### config.mk
export PLATFORM = sky130hd
export DESIGN_NAME = p2s_ctrl
export DESIGN_NICKNAME = d
export VERILOG_FILES = /design/src/rtl/p2s_ctrl_pkg.sv /design/src/rtl/mux_p2s.sv /design/src/rtl/p2s_ctrl.sv
export SDC_FILE = /design/constraint.sdc
export NUM_CORES = 1
export LEC_CHECK = 0
export CAP_MARGIN = 20
export CORE_UTILIZATION = 45
export CTS_CLUSTER_DIAMETER = 50
export DETAILED_ROUTE_END_ITERATION = 10
export PLACE_DENSITY = 0.68
export SYNTH_ARGS = -nofsm -noshare
export SYNTH_HDL_FRONTEND = slang
export SYNTH_SLANG_ARGS = --single-unit
### constraint.sdc
create_clock -name clk -period 2.1 [get_ports clk]
set_clock_uncertainty 0.15 [all_clocks]
set_input_delay 0.315 -clock clk [delete_from_list [all_inputs] [get_ports clk]]
set_output_delay 0.315 -clock clk [all_outputs]
set_load 0.1 [all_outputs]
### src/rtl/p2s_ctrl_pkg.sv
// Shared definitions for the parallel-to-serial word-slot sequencer:
// state encoding, default idle/comma symbol and datapath widths.
package p2s_ctrl_pkg;

  typedef enum logic {
    P2S_OFF = 1'b0,
    P2S_RUN = 1'b1
  } p2s_state_e;

  localparam int unsigned P2S_WORD_W = 8;
  localparam int unsigned P2S_SEL_W  = 3;

  localparam logic [P2S_WORD_W-1:0] P2S_IDLE_WORD = 8'hBC;
  localparam logic [P2S_SEL_W-1:0]  P2S_LAST_BIT  = 3'd7;

endpackage

### src/rtl/mux_p2s.sv
// 8:1 bit multiplexer feeding the serial line; purely combinational.
module mux_p2s
  import p2s_ctrl_pkg::*;
(
  input  logic [P2S_SEL_W-1:0]  sel,
  input  logic [P2S_WORD_W-1:0] data_in,
  output logic                  data_out
);

  assign data_out = data_in[sel];

endmodule

### src/rtl/p2s_ctrl.sv
// Word-slot sequencer: one-word hold buffer, LSB-first slot shifting through
// mux_p2s, and idle-symbol fill whenever a slot boundary finds no pending word.
//
// state   | meaning
// --------+-----------------------------------------------------------
// P2S_OFF | line idle, data_out=0; words may still be parked in hold
// P2S_RUN | slot in progress, cnt selects the bit on data_out
module p2s_ctrl
  import p2s_ctrl_pkg::*;
#(
  parameter logic [P2S_WORD_W-1:0] IDLE_WORD = P2S_IDLE_WORD
) (
  input  logic                  clk,
  input  logic                  reset,
  input  logic                  enable,
  input  logic [P2S_WORD_W-1:0] data_in,
  input  logic                  valid_in,
  output logic                  ready_out,
  output logic [P2S_SEL_W-1:0]  sel,
  output logic                  data_out,
  output logic                  bit_valid,
  output logic                  word_start,
  output logic                  data_flag
);

  p2s_state_e            r_state,       r_state_nxt;
  logic [P2S_SEL_W-1:0]  r_cnt,         r_cnt_nxt;
  logic [P2S_WORD_W-1:0] r_shift,       r_shift_nxt;
  logic [P2S_WORD_W-1:0] r_hold,        r_hold_nxt;
  logic                  r_hold_full,   r_hold_full_nxt;
  logic                  r_cur_is_data, r_cur_is_data_nxt;

  logic w_xfer;
  logic w_load;
  logic w_mux_bit;

  assign w_xfer = valid_in && !r_hold_full;

  always_comb begin
    r_state_nxt       = r_state;
    r_cnt_nxt         = r_cnt;
    r_shift_nxt       = r_shift;
    r_hold_nxt        = r_hold;
    r_hold_full_nxt   = r_hold_full;
    r_cur_is_data_nxt = r_cur_is_data;
    w_load            = 1'b0;

    case (r_state)
      P2S_OFF: begin
        if (enable) begin
          w_load      = 1'b1;
          r_cnt_nxt   = '0;
          r_state_nxt = P2S_RUN;
        end
      end
      P2S_RUN: begin
        r_cnt_nxt = r_cnt + 3'd1;
        // enable only matters at the boundary so a slot is never cut short
        if (r_cnt == P2S_LAST_BIT) begin
          if (enable) begin
            w_load = 1'b1;
          end else begin
            r_state_nxt       = P2S_OFF;
            r_cnt_nxt         = '0;
            r_cur_is_data_nxt = 1'b0;
          end
        end
      end
      default: r_state_nxt = P2S_OFF;
    endcase

    if (w_xfer) begin
      r_hold_nxt      = data_in;
      r_hold_full_nxt = 1'b1;
    end

    // A word arriving on the load edge lands in hold, never bypasses to shift.
    if (w_load) begin
      if (r_hold_full) begin
        r_shift_nxt       = r_hold;
        r_hold_full_nxt   = 1'b0;
        r_cur_is_data_nxt = 1'b1;
      end else begin
        r_shift_nxt       = IDLE_WORD;
        r_cur_is_data_nxt = 1'b0;
      end
    end
  end

  always_ff @(posedge clk) begin
    if (reset) begin
      r_state       <= P2S_OFF;
      r_cnt         <= '0;
      r_shift       <= IDLE_WORD;
      r_hold        <= '0;
      r_hold_full   <= 1'b0;
      r_cur_is_data <= 1'b0;
    end else begin
      r_state       <= r_state_nxt;
      r_cnt         <= r_cnt_nxt;
      r_shift       <= r_shift_nxt;
      r_hold        <= r_hold_nxt;
      r_hold_full   <= r_hold_full_nxt;
      r_cur_is_data <= r_cur_is_data_nxt;
    end
  end

  mux_p2s u_mux (
    .sel      (r_cnt),
    .data_in  (r_shift),
    .data_out (w_mux_bit)
  );

  assign ready_out  = !r_hold_full;
  assign sel        = r_cnt;
  assign bit_valid  = (r_state == P2S_RUN);
  assign data_out   = bit_valid ? w_mux_bit : 1'b0;
  assign word_start = bit_valid && (r_cnt == 3'd0);
  assign data_flag  = bit_valid && r_cur_is_data;

endmodule

-- Word level (Yosys, flattened, before mapping)
Cells that the tools add are included.
- equal/unequal tests: 3
- add/sub/neg operators: 1
- order comparisons: 1
- bitwise gates (word level): 1
- reductions and logical operators: 8
- mux-type cells: 21
- operators with widths (operator ; count):
    $mux 1 ; 13
    $mux 3 ; 3
    $mux 8 ; 1
    $pmux 3 s2 ; 1
    $lt 3x4->1 const B ; 1
    $pmux 1 s2 ; 2
    $reduce_bool 2->1 ; 2
    $add 3x1->3 const B ; 1
    $bmux 1 s3 ; 1
    $eq 3x3->1 const B ; 1
    $logic_and 1x1->1 ; 3
    $logic_not 3->1 ; 1
    $reduce_and 3->1 ; 1
    $ne 2x1->1 const B ; 1
    $ne 2x2->1 const B ; 1
    $logic_not 1->1 ; 1
    $not 1->1 ; 1
- bits of input ports: 12
- bits in registers: 22
- output and inout port bits: 8

-- Longest topological paths before layout
- depth in word-level cells: 5
- depth in mapped cells: 6
- depth with buffers taken out: 5

-- Cells and area by module
From an unflattened synthesis, not the netlist that was laid out.
- cells, all modules: 103
- area total of the unflattened synthesis: 1017.2 um^2
- by module, submodules not included (module ; times used ; cells each ; area each (um^2)):
    p2s_ctrl ; 1 ; 100 ; 953.4
    mux_p2s ; 1 ; 3 ; 63.8

-- Worst setup path after synthesis
Ideal clock, no wire load.
- path type: reg2out
- start point: register r_state (netlist: bit_valid)
- end point: output port word_start
- stages on the path, launching flop included: 4
- path buffers: 1
- arrival: 2530 ps
- setup slack: -895 ps
- data required time: 1635 ps
- cells stage by stage: dfxtp_1 buf_4 nand2_1 nor2_1
- cells in the longest elaborated chain, start to end: 1
- RTL lines (element ; RTL line ; text):
    from (decl) ; p2s_ctrl.sv:26 ; p2s_state_e r_state, r_state_nxt;
    from (signal assigned) ; p2s_ctrl.sv:99 ; r_state <= r_state_nxt;
    $logic_and 1x1->1 ; p2s_ctrl.sv:118 ; assign word_start = bit_valid && (r_cnt == 3'd0);
    to (decl) ; p2s_ctrl.sv:22 ; output logic word_start,
No other way between the ends.

-- Worst setup path after layout
- start point: register r_cnt[0] (netlist: sel[0])
- end point: output port data_out
- cells in the longest elaborated chain, start to end: 3
- RTL lines (element ; RTL line ; text):
    from (decl) ; p2s_ctrl.sv:27 ; logic [P2S_SEL_W-1:0] r_cnt, r_cnt_nxt;
    from (signal assigned) ; p2s_ctrl.sv:100 ; r_cnt <= r_cnt_nxt;
    $bmux 1 s3 ; mux_p2s.sv:10 ; assign data_out = data_in[sel];
    $mux 1 (implied by the code) ; mux_p2s.sv:10 ;
    $mux 1 ; p2s_ctrl.sv:117 ; assign data_out = bit_valid ? w_mux_bit : 1'b0;
    to (decl) ; p2s_ctrl.sv:20 ; output logic data_out,
No other way between the ends. The select of a mux whose other input is x is not followed.

==> impl_results.md <==
- Post-DR vias/cell: 5.34
- # setup viols final: 0
- Tmin final: 2.04 ns
- Pin count of the biggest net entering global routing: 23
- Synth Flop Type: dfxtp_1
- Most area-consuming cells after synthesis: dfxtp_1, mux2i_1, a21oi_1
- Crit. End Element: primary output
- Yosys warns: 0
- Multiplexer share of the synthesized area: 13.7%
- Mapped Cells: 103
- # IOs: 20
- Global-route wire length before repair: 3450 um
- VDD IR-drop max: 0.377 mV
- GRT Residual Overflow: 0
- Req. time, crit path: 1.63 ns
- Drc violations: 0
- Critical path peak fanout: 5
- Max-slew violation count: 0
- Vias in the first global route: 774
- Hold Fails Final Rpt: 0
- Wire per inst: 12.9 um
- Synth Area in XOR/XNOR: 0%
- Compound-Gate Fraction of Synth Area: 14.3%
- Setup_tns: 0 ns
- Least-Margin Pin Slew: 0.415 ns
- Adder-cell share of the synthesized area: 3.87%
- Max incr delay on CP: 0.55 ns
- Syn_area_per_cell: 9.41 um2
- Initial core utilization: 48.4%
- Worst setup path class: flop to primary output
- Root Driver: clkbuf_4
- Syn Std Cell Area: 970 um2
- Sw Ratio: 28.1%
- Final Net Count: 140
- Die height: 48.4 um
- Layout Area Growth over Synthesis: 32.3%
- Reg-to-reg critical path startpoint: sel[0]
- Clk pwr share: 25.7%
- Hold-fix buffers at CTS: 0
- Synthesized net count: 118
- Max-capacitance violation count: 0
- Synth area leader: dfxtp_1
- RSZ-0062 raised after global routing: no
- P per Cell Area: 671 mW/mm2
- PortBufs: 19
- Hold Path Class: flop to flop
- Horiz. Die Dim: 48.4 um
- Most frequent cells in the layout: dfxtp_1, nor2_1, a21oi_1, clkdlybuf4s50_1, buf_4
- Initial antenna violation count: 0
- Flop-to-flop setup slack: 0.43 ns
- Slew HR: 72.3%
- Commonest non-fill, non-tap cell in the layout: dfxtp_1
- Max frequency: 490 MHz
- Clock tree buffer depth: 2
- Synth Area in Simple Gates: 16.9%
- Post-synth EDFFs: 0
- Htree depth: 1
- Critical path launch point type: flop
- Layout cells sized above 1: 20.2%
- Crit path from: sel[0]
- Outcome: finished clean
- Clock transition at path regs: 0.11 ns
- Critical R2R Capture: r_hold_full
- Pleak: 0.527 nW
- Critical Path End: data_out
- TritonCTS clock tree: built
- Gate power share: 21.2%
- Sequential share of the synthesized area: 45.4%
- Clock sinks: 22
- Routed Antenna Nets: 0
- Ys async rst share: 0%
- GR Util All Layers: 18.6%
- Yosys reg bits: 22
- HPWL Detailed: 1430 um
- Routability cong.: 0.751
- Via count: 807
- Die area: 0.00234 mm2
- Reg2reg path depth: 4
- Unique masters post-synth: 24
- Reg power frac: 53.1%
- Slowest-stage cell, CP: mux4_1
- Filler Cell Count: 176
- WL final: 1940 um
- Core area: 0.00200 mm2
- Post-synth top area share: 45.4%
- Antenna diode count: 0
- Drt first-iter violations: 13
- Crit share post-route: 97.3%
- Cell Chain, Critical Path: mux4_1 -> nand3_1 -> nand2_2 -> buf_12
- Final core occ: 64.1%
- Combinational family with the most area after synthesis: simple AND/OR/NAND/NOR gates
- Row cnt: 16
- Sw power: 0.000242 W
- WP data arrival: 1.58 ns
- Clk Latency, worst-skew pair: 0.29 ns
- Internal power: 0.000618 W
- Cts bufs inserted: 3
- Drt pass-1 iters: 4
==> sequential cells by signal, indices dropped and copies added, names as in the netlist <==
name and flops:
r_hold 8, r_cur_is_data 1, bit_valid 1, r_shift 8, r_hold_full 1, sel 3
==> repair_timing <==
action / 4_1_cts / 5_1_grt
setup buffers: 0 / 1
endpoints found under the setup margin: 0 / 1
gates resized for setup: 0 / 0
==> kinds of logic after synthesis <==
group,Yosys count
compound gates,23
fa+ha+maj,3
buf+inv,12
flops,22
mux,10
simple gates,33
==> power groups by stage <==
| stage | clock network, W | registers (W) | logic, W |
|---|---|---|---|
| floorplan | 0 | 0.000481 | 0.000103 |
| detailed placement | 0 | 0.000467 | 0.000180 |
| global route | 0.000246 | 0.000460 | 0.000196 |
| CTS | 0.000235 | 0.000457 | 0.000181 |
| finish | 0.000221 | 0.000457 | 0.000183 |
| global placement | 0 | 0.000466 | 0.000179 |
==> synthesized netlist by cell type, types with 3 or more instances <==
master	instances
dfxtp_1	22
nor2_1	13
o21ai_0	4
o21bai_1	5
ha_1	3
inv_1	3
mux2i_1	8
nor4_1	5
a21oi_1	11
nand4_1	3
nand3_1	3
nand2_1	3
clkbuf_1	3
==> metrics by stage <==
step | setup WS [ns] | power [W] | area, um2 | cells | hold slack (ns)
2_1_floorplan | 0.0792 | 0.000584 | 988 | 103 | 0.237
3_3_place_gp | 0.382 | 0.000645 | 1240 | 146 | 0.315
3_5_place_dp | 0.368 | 0.000647 | 1240 | 146 | 0.322
4_1_cts | 0.0259 | 0.000873 | 1270 | 150 | 0.341
5_1_grt | 0.000602 | 0.000902 | 1280 | 151 | 0.347
6_report | 0.0575 | 0.000861 | 1280 | 151 | 0.337
==> final cells by class <==
cell class                      count  area (um2)  share of cell area [%]
Tap cell                           27        33.8                    2.63
Multi-Input combinational cell     69         484                    37.8
Timing Repair Buffer               25         265                    20.7
Clock buffer                        4        36.3                    2.83
Sequential cell                    22         448                    34.9
Inverter                            4        15.0                    1.17
==> per-layer routing <==
metal	GRT usage [%]	vias to the layer above	wire length [um]
met5	0	-	0
met4	4.41	0	12
met3	4.09	2	70
met2	31.2	14	925
met1	24.4	381	932
li1	-	410	-
==> how the worst min path moves through the flow <==
stage | start | end | slack [ns] | cells past startpoint
6_report | r_cur_is_data | r_cur_is_data | 0.34 | 2
5_1_grt | r_hold[6] | r_shift[6] | 0.35 | 2
2_1_floorplan | reset | r_hold_full | 0.24 | 1
3_5_place_dp | r_cur_is_data | r_cur_is_data | 0.32 | 2
4_1_cts | r_cur_is_data | r_cur_is_data | 0.34 | 2
3_3_place_gp | r_cur_is_data | r_cur_is_data | 0.31 | 2
==> worst max-delay path: cells and delay by family (launching register included) <==
kind,cells,cell delay (ns)
flip-flops,1,0.39
buffers and inverters,1,0.16
multiplexers,1,0.55
AND/OR/NAND/NOR,2,0.18
No activity file was read; power rests on OpenSTA's default activity.
